### src/rtl/rover_drive_pkg.sv
// Shared drive types for the rover H-bridge path: sequencer states and the
// bridge input patterns, ordered {in1, in2, in3, in4}.
package rover_drive_pkg;

    typedef enum logic [1:0] {
        STOP  = 2'd0,
        RUN   = 2'd1,
        DEAD  = 2'd2,
        FAULT = 2'd3
    } drive_state_t;

    localparam logic [3:0] FWD_PAT   = 4'b1001;
    localparam logic [3:0] REV_PAT   = 4'b0110;
    localparam logic [3:0] COAST_PAT = 4'b0000;

    // Only RUN drives the bridge; every other state coasts.
    function automatic logic [3:0] bridge_pattern(input drive_state_t st, input logic dir);
        if (st != RUN) return COAST_PAT;
        return dir ? REV_PAT : FWD_PAT;
    endfunction

endpackage

### src/rtl/hbridge_drive_sequencer_sync2.sv
// Two-flop synchroniser for asynchronous sensor inputs; the reset value lets
// each instance come out of reset in its safe level.
module sync2 #(
    parameter logic RST_VAL = 1'b0
) (
    input  logic clk,
    input  logic rst,
    input  logic d,
    output logic q
);

    logic meta;

    always_ff @(posedge clk or posedge rst) begin
        if (rst) begin
            meta <= RST_VAL;
            q    <= RST_VAL;
        end else begin
            meta <= d;
            q    <= meta;
        end
    end

endmodule

### src/rtl/hbridge_drive_sequencer.sv
// Dual H-bridge drive sequencer: ramped PWM duty, dead-time coast on reversal,
// IPS track cut-off and a filtered, latched overcurrent trip.
module hbridge_drive_sequencer
    import rover_drive_pkg::*;
#(
    parameter int PWM_BITS    = 15,
    parameter int RAMP_STEP   = 1024,
    parameter int DEAD_CYCLES = 100000,
    parameter int OC_FILTER   = 16
) (
    input  logic                clk,
    input  logic                rst,
    input  logic                run,
    input  logic [PWM_BITS:0]   duty_target,
    input  logic                dir_rev,
    input  logic                ips_n,
    input  logic                oc_cmp,
    input  logic                oc_clear,
    output logic                ena,
    output logic                enb,
    output logic                in1,
    output logic                in2,
    output logic                in3,
    output logic                in4,
    output logic                oc_fault,
    output logic [PWM_BITS:0]   duty_now,
    output drive_state_t        state_dbg
);

    localparam int DUTY_W = PWM_BITS + 1;
    localparam int DEAD_W = $clog2(DEAD_CYCLES + 1);
    localparam int FILT_W = $clog2(OC_FILTER + 1);

    localparam logic [DUTY_W-1:0] FULL      = {1'b1, {PWM_BITS{1'b0}}};
    localparam logic [DUTY_W-1:0] STEP      = DUTY_W'(RAMP_STEP);
    localparam logic [DEAD_W-1:0] DEAD_LAST = DEAD_W'(DEAD_CYCLES - 1);
    localparam logic [FILT_W-1:0] FILT_TRIP = FILT_W'(OC_FILTER);

    logic                ips_s;
    logic                oc_s;
    logic                ips_ok;
    logic [PWM_BITS-1:0] cnt;
    logic                wrap;
    logic                pwm_on;
    logic [DUTY_W-1:0]   eff_target;
    logic [DUTY_W-1:0]   ramp_diff;
    logic [DUTY_W-1:0]   ramp_delta;
    logic [DUTY_W-1:0]   duty_next;
    logic [DEAD_W-1:0]   dead_cnt;
    logic                dead_dir;
    logic                dead_restart;
    logic                dead_expire;
    logic [FILT_W-1:0]   filter;
    logic [FILT_W-1:0]   filter_next;
    logic                trip;
    logic                dir_q;
    logic [3:0]          in_q;
    drive_state_t        state;
    drive_state_t        next_state;

    // IPS syncs to "no track" during reset so the drive never starts blind.
    sync2 #(.RST_VAL(1'b1)) u_sync_ips (
        .clk (clk),
        .rst (rst),
        .d   (ips_n),
        .q   (ips_s)
    );

    sync2 #(.RST_VAL(1'b0)) u_sync_oc (
        .clk (clk),
        .rst (rst),
        .d   (oc_cmp),
        .q   (oc_s)
    );

    assign ips_ok = ~ips_s;
    assign wrap   = &cnt;
    assign pwm_on = ({1'b0, cnt} < duty_now);

    always_comb begin
        eff_target = '0;
        if (run && ips_ok) begin
            eff_target = (duty_target > FULL) ? FULL : duty_target;
        end
        ramp_diff  = (eff_target > duty_now) ? (eff_target - duty_now) : (duty_now - eff_target);
        ramp_delta = (ramp_diff > STEP) ? STEP : ramp_diff;
    end

    // Trip on the sample that completes OC_FILTER consecutive highs.
    always_comb begin
        filter_next = '0;
        if (oc_s) begin
            filter_next = (filter == FILT_TRIP) ? filter : filter + FILT_W'(1);
        end
        trip = (filter_next == FILT_TRIP);
    end

    assign dead_restart = (dir_rev != dead_dir);
    assign dead_expire  = (state == DEAD) && !dead_restart && (dead_cnt == DEAD_LAST);

    always_comb begin
        next_state = state;
        duty_next  = duty_now;
        case (state)
            STOP: begin
                duty_next = '0;
                if (dir_rev != dir_q) begin
                    next_state = DEAD;
                end else if (run && ips_ok) begin
                    next_state = RUN;
                end
            end
            RUN: begin
                if (dir_rev != dir_q) begin
                    next_state = DEAD;
                    duty_next  = '0;
                end else if (!ips_ok) begin
                    next_state = STOP;
                    duty_next  = '0;
                end else if (wrap) begin
                    if (duty_now == '0 && eff_target == '0) begin
                        next_state = STOP;
                    end else if (eff_target > duty_now) begin
                        duty_next = duty_now + ramp_delta;
                    end else begin
                        duty_next = duty_now - ramp_delta;
                    end
                end
            end
            DEAD: begin
                duty_next = '0;
                if (dead_expire) next_state = STOP;
            end
            FAULT: begin
                duty_next = '0;
                if (oc_clear && !oc_s) next_state = STOP;
            end
            default: begin
                next_state = STOP;
                duty_next  = '0;
            end
        endcase
        if (trip) begin
            next_state = FAULT;
            duty_next  = '0;
        end
    end

    always_ff @(posedge clk or posedge rst) begin
        if (rst) begin
            state    <= STOP;
            dir_q    <= 1'b0;
            duty_now <= '0;
            cnt      <= '0;
            filter   <= '0;
            dead_cnt <= '0;
            dead_dir <= 1'b0;
        end else begin
            state    <= next_state;
            duty_now <= duty_next;
            cnt      <= cnt + PWM_BITS'(1);
            filter   <= filter_next;
            if (next_state == DEAD && (state != DEAD || dead_restart)) begin
                dead_cnt <= '0;
                dead_dir <= dir_rev;
            end else if (state == DEAD) begin
                dead_cnt <= dead_cnt + DEAD_W'(1);
            end
            if (dead_expire && !trip) begin
                dir_q <= dir_rev;
            end
        end
    end

    // Outputs follow next_state, so enables drop on the same edge the bridge
    // pattern goes to coast and rise only once RUN owns the pattern.
    always_ff @(posedge clk or posedge rst) begin
        if (rst) begin
            ena  <= 1'b0;
            enb  <= 1'b0;
            in_q <= COAST_PAT;
        end else begin
            ena  <= (next_state == RUN) && pwm_on;
            enb  <= (next_state == RUN) && pwm_on;
            in_q <= bridge_pattern(next_state, dir_q);
        end
    end

    assign {in1, in2, in3, in4} = in_q;
    assign oc_fault  = (state == FAULT);
    assign state_dbg = state;

endmodule
### config.mk
export PLATFORM = sky130hd
export DESIGN_NAME = hbridge_drive_sequencer
export DESIGN_NICKNAME = d
export VERILOG_FILES = /design/src/rtl/rover_drive_pkg.sv /design/src/rtl/hbridge_drive_sequencer_sync2.sv /design/src/rtl/hbridge_drive_sequencer.sv
export SDC_FILE = /design/constraint.sdc
export NUM_CORES = 1
export LEC_CHECK = 0
export ABC_CLOCK_PERIOD_IN_PS = 6750
export CORE_MARGIN = 4
export CORE_UTILIZATION = 45
export CTS_BUF_LIST = sky130_fd_sc_hd__clkbuf_16
export DETAILED_ROUTE_END_ITERATION = 8
export GPL_TIMING_DRIVEN = 0
export PLACE_DENSITY = 0.67
export SYNTH_ARGS = -nofsm -noshare
export SYNTH_HDL_FRONTEND = slang
export SYNTH_HIERARCHICAL = 1
export SYNTH_SLANG_ARGS = --single-unit
### constraint.sdc
create_clock -name clk -period 6.75 [get_ports clk]
set_input_delay 0.675 -clock clk [delete_from_list [all_inputs] [get_ports clk]]
set_output_delay 0.675 -clock clk [all_outputs]
set_load 0.01 [all_outputs]
==> flow_metrics.env, run 1 <==
export IMPL_status="complete, but fails checks"
export IMPL_violations="negative setup slack"
export IMPL_ant_nets=0
export IMPL_required_ns=7.03
export IMPL_p_switching_w=0.000512
export IMPL_drtIter0Drc=459
export IMPL_grt_pass1_vias=6282
export IMPL_post_route_period_util_pct=113
export IMPL_synthFlopType="dfrtp_1"
export IMPL_worstHoldStart="u_sync_oc/meta"
export IMPL_crit_path_max_incr_delay_ns=0.46
export IMPL_finalSetupViolations=9
export IMPL_seqPwrFrac_pct=27.7
export IMPL_synth_cells=761
export IMPL_r2r_slack_ns=-0.33
export IMPL_grt_first_pass_wirelength_um=31000
export IMPL_num_antenna_cells=0
export IMPL_setup_tns_final_ns=-3.80
export IMPL_async_reset_ff_share_pct=100
export IMPL_ios=48
export IMPL_num_vias=6189
export IMPL_setup_ws_ns=-0.883
export IMPL_antenna_found_initial=0
export IMPL_finalHoldViolCount=0
export IMPL_crit_path_max_fanout=4
export IMPL_clock_sinks=64
export IMPL_leakagePower_nw=3.70
export IMPL_nNetsFinal=967
export IMPL_cpMaxStageDelayCell="o41a_1"
export IMPL_finClkSkew_ns=0.00978
export IMPL_worstSkewPairLatency_ns=0.33
export IMPL_route_detailed_drc=0
export IMPL_dp_hpwl_um=13800
export IMPL_dr_pass1_iters=5
export IMPL_overflow=0
export IMPL_syn_avg_cell_area_um2=8.29
export IMPL_ir_worst_vdd_v=0.000157
export IMPL_ctsHoldBuffers=0
export IMPL_fill_cells=1160
export IMPL_clkPwrFrac_pct=32.5
export IMPL_cp_start_kind="input port"
export IMPL_wl_met1_um=7810
export IMPL_top_layer="met4"
export IMPL_drive_above_1_share_pct=23.5
export IMPL_wire_per_inst_um=18.1
export IMPL_num_rows=43
export IMPL_chipWidth_um=126
export IMPL_cts_tree="yes"
export IMPL_switching_share_pct=34.0
export IMPL_synth_top_area_share_pct=24.6
export IMPL_htree_levels=3
export IMPL_clkTransAtPathRegs_ns=0.06
export IMPL_relSlewSlack_pct=60.5
export IMPL_grt_max_degree=37
export IMPL_min_to="u_sync_oc/q"
export IMPL_hp_class="flip-flop to flip-flop"
export IMPL_yosys_warnings=6
export IMPL_numCtsBuffers=9
export IMPL_syn_to_final_growth_pct=32.5
export IMPL_ys_types=81
export IMPL_synth_edff_count=0
export IMPL_yosysTopAreaCell="dfrtp_1"
export IMPL_register_area_um2=1600
export IMPL_period_minus_slack_ns=7.63
export IMPL_path_delay_family="compound AO/OA/AOI/OAI gates"
export IMPL_grt_usage_pct=23.8
export IMPL_reg2reg_depth=34
export IMPL_ys_ff_latch=64
export IMPL_vias_per_cell=5.84
export IMPL_clockBufferDepth=2
export IMPL_cp_arrival_ns=7.91
export IMPL_wl_met2_um=9430
export IMPL_whs_path_depth=0
export IMPL_wl_um=19200
export IMPL_worst_pin_slew_ns=0.593
export IMPL_portBuffers=47
export IMPL_crit_buf_inv=6
export IMPL_synth_seq_area_share_pct=25.4
export IMPL_start_util_pct=45.6
export IMPL_worst_path_stages=35
export IMPL_multi_input_area_um2=4850
export IMPL_dieHeight_um=126
export IMPL_synth_area_um2=6310
export IMPL_r2r_start="u_sync_ips/q"
export IMPL_design_core_area_um2=13800
export IMPL_stdcell_area_um2=8360
export IMPL_drv_slew=0
export IMPL_path_class="input port to flip-flop"
export IMPL_intPower_w=0.000994
export IMPL_placed_area_um2=7130
export IMPL_routed_wl_met3_um=1010
export IMPL_worstSetupEndpointType="flip-flop"
export IMPL_rsz0062_at_grt="yes"
export IMPL_dieArea_um2=16000
export IMPL_synth_area_leaders="dfrtp_1, ha_1, nor2_1"
export IMPL_cap_viol_max_count=0
export IMPL_synthesis_nets=854
export IMPL_gp_congestion=0.959
export IMPL_powerDensity_nw_per_um2=180
export IMPL_utilization_pct=60.5
export IMPL_fmax_mhz=131
export IMPL_r2r_end="duty_now[15]"
export IMPL_cts_root_buf="clkbuf_16"
export IMPL_comb_power_share_pct=39.8
[cell type report]
cell class / count / area share (%)
repair buffers: 103 / 11.2
inverters: 60 / 2.72
plain buffers: 25 / 2.48
flip-flops and latches: 64 / 19.2
clock buffers: 9 / 2.69
well taps: 180 / 2.69
clock inverters: 7 / 1.06
multi-input cells: 611 / 58.0
[worst register-to-register path, delay by kind of cell, from the launching register on]
kind / cells / cell delay, ns
AO/OA/AOI/OAI: 15 / 3.02
adder cells (fa/ha/maj): 3 / 0.89
buffers and inverters: 6 / 0.67
flip-flops: 1 / 0.52
multiplexers: 1 / 0.12
AND/OR/NAND/NOR: 9 / 1.85
[repair_timing]
action,in CTS,in global routing
gates resized for setup,134,41
cloned,1,0
endpoints found under the setup margin,14,12
pin swaps,59,54
hold endpoints to repair,0,0
setup buffers,50,11
[power by group through the flow]
stage | registers, W | clock network, W | logic, W
floorplan | 0.000422 | 0 | 0.000341
global placement | 0.000423 | 0 | 0.000446
detailed placement | 0.000424 | 0 | 0.000456
CTS | 0.000418 | 0.000501 | 0.000557
global route | 0.000421 | 0.000521 | 0.000648
finish | 0.000418 | 0.000489 | 0.000599
[layer usage]
layer	vias to the layer above	track usage, %
li1	2917	-
met1	2998	28.8
met2	206	40.1
met3	68	4.29
met4	0	12.6
met5	-	0
[cell usage in the layout (no fill, tap or decap), types with 6 or more instances in the layout]
cell type        Yosys  layout
a21o_1              13      13
a21oi_1             50      43
a21oi_4              1       7
and2_1               8       7
and3_1               8       8
buf_4                8      52
buf_6                6      18
buf_8                0       6
clkbuf_1             8       7
clkbuf_16            0       9
clkdlybuf4s50_1      0      32
dfrtp_1             62      62
ha_1                67      57
ha_4                 0       7
inv_1               60      53
inv_2                0       7
mux2i_1             13       9
nand2_1             66      58
nand2b_1            11      10
nand3_1             28      28
nand4_1             18      18
nor2_1              84      81
nor2b_1             12      10
nor3_1              23      21
o21ai_0             29      22
o31ai_1              8       7
xnor2_1             34      29
xor2_1              23      22
[synthesized netlist by cell type (13+ instances only)]
cell	count
mux2i_1	13
xnor2_1	34
inv_1	60
nand4_1	18
o21ai_0	29
nor3_1	23
a21oi_1	50
nand2_1	66
nor2_1	84
a21o_1	13
dfrtp_1	62
nand3_1	28
ha_1	67
xor2_1	23
[through the flow]
step | hold slack [ns] | total power (W) | worst slack [ns] | instances
finish | 0.354 | 0.00151 | -0.883 | 1059
global route | 0.360 | 0.00159 | -1.17 | 1059
CTS | 0.355 | 0.00148 | -0.678 | 1051
detailed placement | 0.343 | 0.000880 | -2.01 | 989
global placement | 0.339 | 0.000869 | -1.88 | 988
floorplan | 0.331 | 0.000763 | -0.336 | 761
[sequential cells by signal, summed over array words and instances, names as in the netlist]
register         flops
dead_cnt            17
duty_now            16
cnt                 15
filter               5
in_q                 2
state_dbg            2
dead_dir             1
dir_q                1
enb                  1
u_sync_ips/meta      1
u_sync_ips/q         1
u_sync_oc/meta       1
u_sync_oc/q          1
[worst max path at each step]
stage                               start      endpoint  slack, ns
after floorplan            duty_target[3]  duty_now[15]      -0.34
after global placement     duty_target[3]  duty_now[15]      -1.88
after detailed placement   duty_target[0]  duty_now[15]      -2.01
after CTS                 duty_target[14]  duty_now[15]      -0.68
after global routing       duty_target[1]  duty_now[15]      -1.17
final                      duty_target[1]  duty_now[15]      -0.88
[cells by family (layout without fill, tap and decap cells)]
kind of cell,Yosys count,after routing,share of synthesized area [%]
AND/OR/NAND/NOR,299,299,24.3
AO/OA/AOI/OAI,170,170,19.3
multiplexers,15,15,2.42
buffers and inverters,86,204,6.39
XOR/XNOR,57,57,7.91
adder cells (fa/ha/maj),70,70,14.2
flip-flops,64,64,25.4
(Power assumes the default switching activity.)
==> run 2: changes to the inputs <==
--- a/config.mk
+++ b/config.mk
@@ -12,6 +12,7 @@
 export DETAILED_ROUTE_END_ITERATION = 8
 export GPL_TIMING_DRIVEN = 0
 export PLACE_DENSITY = 0.67
+export SETUP_SLACK_MARGIN = 0.3
 export SYNTH_ARGS = -nofsm -noshare
 export SYNTH_HDL_FRONTEND = slang
 export SYNTH_HIERARCHICAL = 1
==> flow_metrics.env, run 2 (synthesized netlist as in run 1, its figures left out) <==
export IMPL_cp_common_cell="buf_6"
export IMPL_clockBufferDepth=2
export IMPL_htree_levels=3
export IMPL_drtIter0Drc=499
export IMPL_p_total_w=0.00153
export IMPL_hp_class="flip-flop to flip-flop"
export IMPL_dieArea_um2=16000
export IMPL_ctsHoldBuffers=0
export IMPL_rsz0062_at_grt="yes"
export IMPL_status="complete, but fails checks"
export IMPL_finalHoldViolCount=0
export IMPL_dieHeight_um=126
export IMPL_leakagePower_nw=3.75
export IMPL_dr_pass1_iters=5
export IMPL_crit_path_max_incr_delay_ns=0.45
export IMPL_setup_ws_ns=-0.754
export IMPL_cts_root_buf="clkbuf_16"
export IMPL_route_detailed_drc=0
export IMPL_antenna_found_initial=0
export IMPL_required_ns=7.02
export IMPL_gp_congestion=0.973
export IMPL_dp_hpwl_um=14100
export IMPL_num_antenna_cells=0
export IMPL_post_route_period_util_pct=111
export IMPL_powerDensity_nw_per_um2=180
export IMPL_grt_max_degree=32
export IMPL_nNetsFinal=979
export IMPL_design_core_area_um2=13800
export IMPL_fill_cells=1150
export IMPL_grt_usage_pct=24.2
export IMPL_top_regs="dead_cnt: 17 flops, duty_now: 16 flops, cnt: 15 flops"
export IMPL_grt_first_pass_wirelength_um=31800
export IMPL_largest_register_ffs=17
export IMPL_finalSetupViolations=8
export IMPL_cp_start_kind="input port"
export IMPL_cap_viol_max_count=0
export IMPL_numCtsBuffers=9
export IMPL_drv_slew=0
export IMPL_wl_um=19700
export IMPL_regMostFlops="dead_cnt"
export IMPL_cp_arrival_ns=7.78
export IMPL_worst_hold_slack_ns=0.356
export IMPL_drive_above_1_share_pct=25.5
export IMPL_worstSkewPairLatency_ns=0.34
export IMPL_crit_path_max_fanout=10
export IMPL_final_common_cell="nor2_1"
export IMPL_worstSetupEndpointType="flip-flop"
export IMPL_final_cell_mix="nor2_1, buf_4, dfrtp_1"
export IMPL_ios=48
export IMPL_portBuffers=47
export IMPL_wire_per_inst_um=18.4
export IMPL_cpMaxStageDelayCell="o41a_1"
export IMPL_start_util_pct=45.6
export IMPL_num_vias=6270
export IMPL_fmax_mhz=133
export IMPL_grt_pass1_vias=6369
export IMPL_cts_tree="yes"
export IMPL_vias_per_cell=5.85
export IMPL_violations="negative setup slack"
export IMPL_period_minus_slack_ns=7.50
export IMPL_clkTransAtPathRegs_ns=0.06
export IMPL_ant_nets=0
export IMPL_path_class="input port to flip-flop"
export IMPL_finClkSkew_ns=0.0110
export IMPL_relSlewSlack_pct=55.4
export IMPL_ir_worst_vdd_v=0.000171
export IMPL_syn_to_final_growth_pct=34.1
export IMPL_worst_pin_slew_ns=0.667
export IMPL_clock_sinks=64
export IMPL_chipWidth_um=126
export IMPL_num_rows=43
export IMPL_overflow=0
## run 2: repair_timing
| action | 4_1_cts | 5_1_grt |
|---|---|---|
| setup buffers | 51 | 14 |
| gates cloned | 1 | 0 |
| resized for setup | 130 | 34 |
| pin swaps | 65 | 41 |
| endpoints found under the setup margin | 15 | 13 |
## run 2: critical path, delay by kind of cell
family / cells / cell delay (ns)
mux: 2 / 0.45
simple gates: 9 / 1.86
fa+ha+maj: 3 / 0.77
buf+inv: 8 / 0.95
xor+xnor: 1 / 0.19
compound gates: 13 / 2.87
## run 2: layer usage
layer | part of all wire, % | wire [um] | up-vias | global-route usage (%)
met2 | 49 | 9690 | 245 | 42.0
met4 | 4.2 | 825 | 0 | 10.2
li1 | - | - | 2948 | -
met1 | 42 | 8250 | 3006 | 30.3
met5 | 0 | 0 | - | 0
met3 | 4.8 | 943 | 71 | 2.91
## run 2: final cells by class
class | instances | area, um^2 | share of cell area, %
tap | 180 | 225 | 2.66
timing repair buffer | 114 | 987 | 11.7
clock inverter | 7 | 87.6 | 1.03
inverter | 60 | 230 | 2.72
buffer | 26 | 220 | 2.60
multi-input combinational | 611 | 4880 | 57.7
sequential | 64 | 1600 | 19.0
clock buffer | 9 | 225 | 2.66
## run 2: where the power goes
group / internal, W / total, W / switching, W
registers: 0.000400 / 0.000417 / 0.0000172
clock network: 0.000320 / 0.000495 / 0.000175
logic: 0.000279 / 0.000614 / 0.000334
total: 0.000999 / 0.00153 / 0.000527
## run 2: worst paths after layout
path,startpoint,end,slack [ns],cells past startpoint
worst min-delay path,u_sync_ips/meta,u_sync_ips/q,0.36,0
worst max register to register,u_sync_ips/q,duty_now[15],-0.43,33
max in group asynchronous,rst,enb,5.34,3
worst max-delay path,duty_target[1],duty_now[15],-0.75,36
worst min register to register,u_sync_ips/meta,u_sync_ips/q,0.36,0
min in group asynchronous,rst,u_sync_oc/q,0.57,2
## run 2: stage by stage
stage / setup slack, ns / cells / TNS, ns / instance area [um^2] / utilization [%]
2_1_floorplan: -0.328 / 761 / -0.328 / 6470 / -
3_3_place_gp: -1.90 / 988 / -15.16 / 7160 / 51.8
3_5_place_dp: -2.07 / 989 / -16.88 / 7180 / 52.0
4_1_cts: -0.759 / 1057 / -1.62 / 8240 / 59.6
5_1_grt: -1.15 / 1071 / -5.58 / 8460 / 61.2
6_report: -0.754 / 1071 / -2.12 / 8460 / 61.2
